## src/rtl/req_conditioner.sv

```systemverilog
// Request front-end for the two-channel grant FSM: synchronises raw requests,
// turns rising edges into held requests, and counts edges lost to a busy channel.
module req_conditioner #(
  parameter int TIMEOUT = 8,
  parameter int TMO_W   = 4,
  parameter int CNT_W   = 4
) (
  input  logic             clock,
  input  logic             reset,
  input  logic [1:0]       raw_req,
  input  logic [1:0]       gnt,
  output logic [1:0]       req,
  output logic [1:0]       timeout,
  output logic [CNT_W-1:0] drop_cnt
);

  typedef enum logic {IDLE, PEND} state_e;

  localparam logic [TMO_W-1:0] AGE_MAX = TMO_W'(TIMEOUT - 1);
  localparam logic [CNT_W:0]   CNT_MAX = {1'b0, {CNT_W{1'b1}}};

  logic [1:0]       sync1_q, sync2_q, prev_q;
  logic [1:0]       tmo_q, tmo_d;
  logic [CNT_W-1:0] cnt_q, cnt_d;
  logic [TMO_W-1:0] age_q [2];
  logic [TMO_W-1:0] age_d [2];
  state_e           state_q [2];
  state_e           state_d [2];
  logic [1:0]       edge_w;
  logic [1:0]       drops_w;
  logic [CNT_W:0]   sum_w;

  // A clear (grant or timeout) that coincides with a new edge re-arms the
  // channel instead of dropping the edge; grant wins over timeout.
  always_comb begin
    edge_w  = sync2_q & ~prev_q;
    drops_w = 2'd0;
    tmo_d   = 2'b00;
    for (int i = 0; i < 2; i++) begin
      state_d[i] = state_q[i];
      age_d[i]   = age_q[i];
      case (state_q[i])
        IDLE: begin
          if (edge_w[i]) begin
            state_d[i] = PEND;
            age_d[i]   = '0;
          end
        end
        PEND: begin
          if (gnt[i] || (age_q[i] == AGE_MAX)) begin
            tmo_d[i] = ~gnt[i];
            age_d[i] = '0;
            if (!edge_w[i]) state_d[i] = IDLE;
          end else begin
            age_d[i] = age_q[i] + TMO_W'(1);
            if (edge_w[i]) drops_w = drops_w + 2'd1;
          end
        end
        default: state_d[i] = IDLE;
      endcase
    end
    sum_w = {1'b0, cnt_q} + {{(CNT_W-1){1'b0}}, drops_w};
    cnt_d = (sum_w > CNT_MAX) ? CNT_MAX[CNT_W-1:0] : sum_w[CNT_W-1:0];
  end

  always_ff @(posedge clock) begin
    if (reset) begin
      sync1_q <= 2'b00;
      sync2_q <= 2'b00;
      prev_q  <= 2'b00;
      tmo_q   <= 2'b00;
      cnt_q   <= '0;
      for (int i = 0; i < 2; i++) begin
        state_q[i] <= IDLE;
        age_q[i]   <= '0;
      end
    end else begin
      sync1_q <= raw_req;
      sync2_q <= sync1_q;
      prev_q  <= sync2_q;
      tmo_q   <= tmo_d;
      cnt_q   <= cnt_d;
      for (int i = 0; i < 2; i++) begin
        state_q[i] <= state_d[i];
        age_q[i]   <= age_d[i];
      end
    end
  end

  assign req      = {state_q[1] == PEND, state_q[0] == PEND};
  assign timeout  = tmo_q;
  assign drop_cnt = cnt_q;

endmodule

```

## config.mk

```make
export PLATFORM = sky130hd
export DESIGN_NAME = req_conditioner
export DESIGN_NICKNAME = d
export VERILOG_FILES = /design/src/rtl/req_conditioner.sv
export SDC_FILE = /design/constraint.sdc
export NUM_CORES = 1
export LEC_CHECK = 0
export ABC_AREA = 1
export BUFFER_PORTS_ARGS = -buffer_cell sky130_fd_sc_hd__buf_2
export CORE_MARGIN = 1.5
export CORE_UTILIZATION = 47
export CTS_BUF_LIST = sky130_fd_sc_hd__clkbuf_4 sky130_fd_sc_hd__clkbuf_8 sky130_fd_sc_hd__clkbuf_16
export CTS_CLUSTER_DIAMETER = 200
export DETAILED_ROUTE_END_ITERATION = 16
export GPL_ROUTABILITY_DRIVEN = 0
export PLACE_DENSITY = 0.68
export SLEW_MARGIN = 5
export SYNTH_ARGS = -nofsm -noshare
export SYNTH_HDL_FRONTEND = slang
export SYNTH_SLANG_ARGS = --single-unit
```

## constraint.sdc

```tcl
create_clock -name clock -period 3 [get_ports clock]
set_input_delay 0.6 -clock clock [delete_from_list [all_inputs] [get_ports clock]]
set_output_delay 0.6 -clock clock [all_outputs]
set_load 0.005 [all_outputs]
```

==> impl_metrics.tcl, run 1 <==
set metrics [dict create \
    status "finished clean" \
    io_pins 14 \
    tritoncts "built" \
    fp.dieH_microns 48.5 \
    io_buffers 13 \
    ctsHtreeMaxLevel 1 \
    maxSlewHeadroom_pct 81.4 \
    die_w_microns 48.5 \
    track_usage_pct 15.1 \
    worstReg2RegStart "age_q[0][0]" \
    nNetsFinal 160 \
    synthSimpleGateAreaFrac_pct 25.5 \
    utilization_pct 55.2 \
    critPathMaxStageDelay_ps 410 \
    grt_pass1_wl_microns 2730 \
    setup_slack_ps 651 \
    arrival_ps 2530 \
    start_util_pct 49.6 \
    viasPerCell 4.70 \
    syn_area_per_cell_sq_um 7.37 \
    synth_compound_area_share_pct 9.27 \
    grt-ovfl-total 0 \
    worst_pin_slew_ps 279 \
    fmax_ghz 0.426 \
    finalSetupViolations 0 \
    worst_setup_path_start_kind "flip-flop" \
    whs_endpoint "sync2_q[0]" \
    placed_cell_area_sq_um 1060 \
    num_vias 813 \
    synthAdderAreaFrac_pct 8.49 \
    report.final.slew_viol_count 0 \
    cp_slowest_cell "dfxtp_1" \
    drt-pass1-iter-count 3 \
    worst-path-max-fanout 5 \
    drt_wl_total_microns 1530 \
    synth_nets 144 \
    ys_types 19 \
    syn-cell-area_sq_um 972 \
    clockBufferDepth 2 \
    layout-drive-gt1-share_pct 17.8 \
    synthMuxAreaShare_pct 0 \
    powerDensity_nw_per_um2 418 \
    hold_viol 0 \
    cts-root-buf "clkbuf_4" \
    hp-class "reg -> reg" \
    grt_pass1_vias 704 \
    layout_min_cycle_time_ps 2350 \
    cp-end-kind "flip-flop" \
    rsz0062_at_grt "no" \
    min_path_cells 2 \
    yosys.area.top_type "dfxtp_1" \
    dp_slack_ps 546 \
    r2r_cells 15 \
    clkTransAtPathRegs_ps 120 \
    yosysTopAreaCellShare_pct 45.3 \
    antenna_found_initial 0 \
    post_cts_resized 0 \
    die_area_sq_um 2350 \
    post-route-cell-area_sq_um 1080 \
    timing.rr.end "drop_cnt[1]" \
    synth_area_leaders "dfxtp_1 (45%), nand2_1 (10%), inv_1 (9.7%), nor2_1 (6.9%), ha_1 (6.4%)" \
    clkSinkCount 22 \
    cts_buffers 3 \
    synth-seq-cells 22 \
    reg2reg_slack_ps 650 \
    clkLatencyLatePin_ps 300 \
    route.detailed.drc 0 \
    cap_viol_max_count 0 \
    cts_hold_buffers 0 \
    area_delta_synth_final_pct 11.5 \
    timing.final.crit_share_pct 78.3 \
    synth-xor-area-share_pct 0 \
    total_power_mw 0.453 \
    synth_warnings 0 \
    synth_seq_area_share_pct 45.3 \
    netlist_instances 132 \
    clock-skew-final_ps 6.35 \
    holdCritStartpoint "sync1_q[0]" \
    wl_per_cell_microns 8.86 \
    place_hpwl_microns 1170 \
    finalSetupTns_ps 0 \
    holdWs_ps 402 \
    dp.cells 170 \
    n_antenna_cell 0 \
    fill_cells 213 \
    path_cells "ha_1 -> nand2_2 -> nor2_2 -> inv_2 -> nand2_2 -> nor2_2 -> ha_1 -> nand2_1 -> nand2_1 -> ha_1 -> fa_1 -> nand2_1 -> inv_1 -> nand2_1 -> a21oi_1" \
    grt_max_degree 17 \
    p_leak_nw 0.519 \
    rows 16 \
    core_area_sq_um 1960 \
    critPathMostFrequentCell "nand2_1" \
    post-cts-setup-buffers 0 \
    synth_top_family_by_area "simple AND/OR/NAND/NOR gates" \
    cp_data_required_time_ps 3180 \
    ir_worst_vdd_mv 0.208 \
    drt_iter0_markers 3 \
    worstSetupPathType "reg -> reg" \
    stdcell_count 173 \
    antenna_left 0 \
]
[layer usage]
metal | wire (microns) | share of wire (%) | vias to the layer above | track usage [%]
met5 | 0 | 0 | - | 0
met1 | 696 | 45 | 369 | 17.8
li1 | - | - | 430 | -
met4 | 13 | 0.85 | 0 | 7.14
met3 | 62 | 4.0 | 2 | 4.01
met2 | 760 | 50 | 12 | 25.5
[logic make-up after synthesis]
kind of cell	count (synthesis)
and+or+nand+nor	57
buffers and inverters	29
DFF	22
AOI/OAI and AO/OA	18
adders and majority gates	6
[worst max-delay path, delay by kind of cell (launching register included)]
kind	cells	cell delay, ps
adder cells (fa/ha/maj)	4	1070
AO/OA/AOI/OAI	1	60
AND/OR/NAND/NOR	8	570
buffers and inverters	2	100
flip-flops	1	410
[where the power goes]
group	total [mW]	internal, mW	switching [mW]
clock network	0.129	0.0467	0.0822
registers	0.300	0.297	0.00265
logic	0.0238	0.00852	0.0153
[cells in the mapped netlist, drive strengths merged]
library cell / n
a21oi: 10
nor4: 1
inv: 27
fa: 1
nand2: 30
buf: 1
dfxtp: 22
nor3: 1
nand3: 2
nand4: 1
ha: 5
o21ai: 8
clkbuf: 1
nor2: 22
[flip-flops by register name, indices dropped and copies added (netlist names)]
register,flops
state_q,2
prev_q,2
drop_cnt,4
age_q,8
timeout,2
sync1_q,2
sync2_q,2
[layout by cell type, fill, tap and decap left out]
cell type   n
ha_1        5
nand2_2     4
nor4_1      1
o21ai_0     7
buf_2      13
fa_1        1
inv_2       2
nor2_2      3
nand2_1    26
o21ai_1     1
nor3_1      1
nand3_1     2
inv_1      25
a21oi_1    10
nor2_1     18
clkbuf_4    3
nand4_1     1
dfxtp_1    22
nor2_4      1
[worst max path at each step]
| stage | startpoint | cells past startpoint | to | slack (ps) |
|---|---|---|---|---|
| 6_report | age_q[0][0] | 15 | drop_cnt[1] | 650 |
| 5_1_grt | age_q[0][0] | 15 | drop_cnt[3] | 430 |
| 4_1_cts | age_q[0][0] | 15 | drop_cnt[0] | 630 |
| 3_5_place_dp | gnt[0] | 15 | drop_cnt[0] | 550 |
| 3_3_place_gp | gnt[0] | 15 | drop_cnt[1] | 610 |
| 2_1_floorplan | gnt[0] | 14 | drop_cnt[3] | 800 |
[final cells by class]
type / instances / area, sq um / share of cell area (%)
flip-flops and latches: 22 / 440 / 40.6
repair buffers: 13 / 65.1 / 6.00
inverters: 27 / 101 / 9.35
clock buffers: 3 / 22.5 / 2.08
well taps: 27 / 33.8 / 3.12
multi-input cells: 81 / 420 / 38.8
No activity file was read; power rests on OpenSTA's default activity.
==> run 2: changes to the inputs <==
==> constraint.sdc (replaced) <==
create_clock -name clock -period 2.34 [get_ports clock]
set_input_delay 0.468 -clock clock [delete_from_list [all_inputs] [get_ports clock]]
set_output_delay 0.468 -clock clock [all_outputs]
set_load 0.005 [all_outputs]
==> run 2 against run 1 <==
  * Die area unchanged
  * Highest routed layer unchanged
  * Critical path depth is the same
  * Fmax is 5.0% higher
  * Non-clock buffer count is 3 higher
  * Clock power rose by 120%
  * Largest power group unchanged
==> impl_metrics.tcl, run 2 (synthesized netlist as in run 1, its figures left out) <==
set metrics [dict create \
    start_util_pct 49.6 \
    core_area_sq_um 1960 \
    report.final.slew_viol_count 0 \
    clkTransAtPathRegs_ps 120 \
    wl_per_cell_microns 10.8 \
    track_usage_pct 17.5 \
    stdcell_count 177 \
    drt_iter0_markers 6 \
    antenna_left 0 \
    num_vias 851 \
    cp_slowest_cell "dfxtp_2" \
    worst-path-max-fanout 2 \
    timing.final.crit_share_pct 95.6 \
    largest_register "age_q" \
    die_area_sq_um 2350 \
    n_antenna_cell 0 \
    maxSlewHeadroom_pct 80.5 \
    grt_pass1_vias 844 \
    ctsHtreeMaxLevel 1 \
    worstSetupPathType "reg -> reg" \
    drt-pass1-iter-count 5 \
    powerDensity_nw_per_um2 601 \
    crit_family "adder cells" \
    io_pins 14 \
    worst_pin_slew_ps 292 \
    layout-drive-gt1-share_pct 24.7 \
    largest_reg_flops 8 \
    ir_worst_vdd_mv 0.547 \
    rows 16 \
    finalSetupViolations 0 \
    p_leak_nw 0.543 \
    final_common_cell "inv_1" \
    status "finished clean" \
    io_buffers 13 \
    tritoncts "built" \
    grt-ovfl-total 0 \
    critPathMostFrequentCell "nand2_2" \
    arrival_ps 2430 \
    hp-class "in -> reg" \
    area_delta_synth_final_pct 20.5 \
    clock-skew-final_ps 1.88 \
    setup_slack_ps 102 \
    fp.dieH_microns 48.5 \
    grt_max_degree 17 \
    dp_slack_ps 13.4 \
    place_hpwl_microns 1310 \
    clkLatencyLatePin_ps 310 \
    mostFrequentLayoutCells "inv_1 (25), nand2_1 (24), dfxtp_1 (20), nor2_1 (18), buf_2 (13)" \
    worst_setup_path_start_kind "flip-flop" \
    cp-end-kind "flip-flop" \
    nNetsFinal 163 \
    critPathMaxStageDelay_ps 380 \
    cp_data_required_time_ps 2540 \
    clockBufferDepth 2 \
    cap_viol_max_count 0 \
    viasPerCell 4.81 \
    holdWs_ps 349 \
    fill_cells 201 \
    cp_num_buf_inv 2 \
    clkSinkCount 22 \
    grt_pass1_wl_microns 3220 \
    cts_buffers 3 \
    total_power_mw 0.704 \
    fmax_ghz 0.447 \
    antenna_found_initial 0 \
    drt_wl_total_microns 1920 \
    hold_viol 0 \
    route.detailed.drc 0 \
    die_w_microns 48.5 \
    cts-root-buf "clkbuf_4" \
    layout_min_cycle_time_ps 2240 \
    path_cells "ha_4 -> nand2_2 -> nor2_4 -> inv_2 -> nand2_2 -> nor2_4 -> ha_1 -> nand2_1 -> nand2_1 -> ha_2 -> fa_2 -> nand2_2 -> inv_1 -> nand2_2 -> a21oi_1" \
    dp.cells 171 \
]
[run 2: cell count changes in the layout (fill, tap and decap cells not counted)]
| cell | change |
|---|---|
| fa_1 | -1 |
| ha_4 | +1 |
| nor2_4 | +2 |
| ha_1 | -2 |
| ha_2 | +1 |
| bufinv_16 | +1 |
| nor2_2 | -2 |
| nand2_1 | -2 |
| fa_2 | +1 |
| nand2_2 | +2 |
| buf_4 | +3 |
| dfxtp_2 | +2 |
| dfxtp_1 | -2 |
[run 2: path summary, 6_finish.rpt]
kind                    start     endpoint  slack [ps]  depth (start not counted)
setup / recovery  age_q[0][1]  drop_cnt[0]         100                         15
hold / removal     raw_req[1]   sync1_q[1]         350                          3
setup reg to reg  age_q[0][1]  drop_cnt[0]         100                         15
hold reg to reg    sync1_q[0]   sync2_q[0]         410                          2
[run 2: power by group]
group	switching, mW	internal [mW]
combinational	0.0218	0.0119
sequential	0.00348	0.381
clock	0.113	0.173
[run 2: worst reg2reg max path: stages, from the launching register on]
cell	delay, ps
dfxtp_2	380
ha_4	140
nand2_2	70
nor2_4	130
inv_2	50
nand2_2	80
nor2_4	40
ha_1	280
nand2_1	60
nand2_1	70
ha_2	190
fa_2	350
nand2_2	80
inv_1	60
nand2_2	70
a21oi_1	70
[run 2: per-layer routing]
metal  up-vias  GRT usage, %  wire, microns
li1        433             -              -
met1       397          16.9            742
met2        17          35.2           1060
met3         4          5.56             82
met4         0          4.76             36
met5         -             0              0
[run 2: metrics by stage]
step | util [%] | setup TNS [ps] | area (sq um)
CTS | 57.8 | 0 | 1130
detailed placement | 54.5 | 0 | 1070
global route | 59.7 | -65.9 | 1170
finish | 59.7 | 0 | 1170
global placement | 54.5 | 0 | 1070
floorplan | - | 0 | 972
[run 2: area by class of cell]
class / instances / area (sq um) / area share, %
flip-flops and latches: 22 / 443 / 37.8
multi-input cells: 81 / 453 / 38.7
well taps: 27 / 33.8 / 2.88
repair buffers: 16 / 87.6 / 7.48
clock buffers: 3 / 22.5 / 1.92
inverters: 27 / 101 / 8.65
clock inverters: 1 / 30.0 / 2.56
[run 2: timing repair]
action	in CTS	in global routing
hold buffers	0	0
hold endpoints to repair	0	0
resized for setup	2	8
endpoints found under the setup margin	3	4
setup buffers	1	1
pin swaps	0	1
cloned	0	0
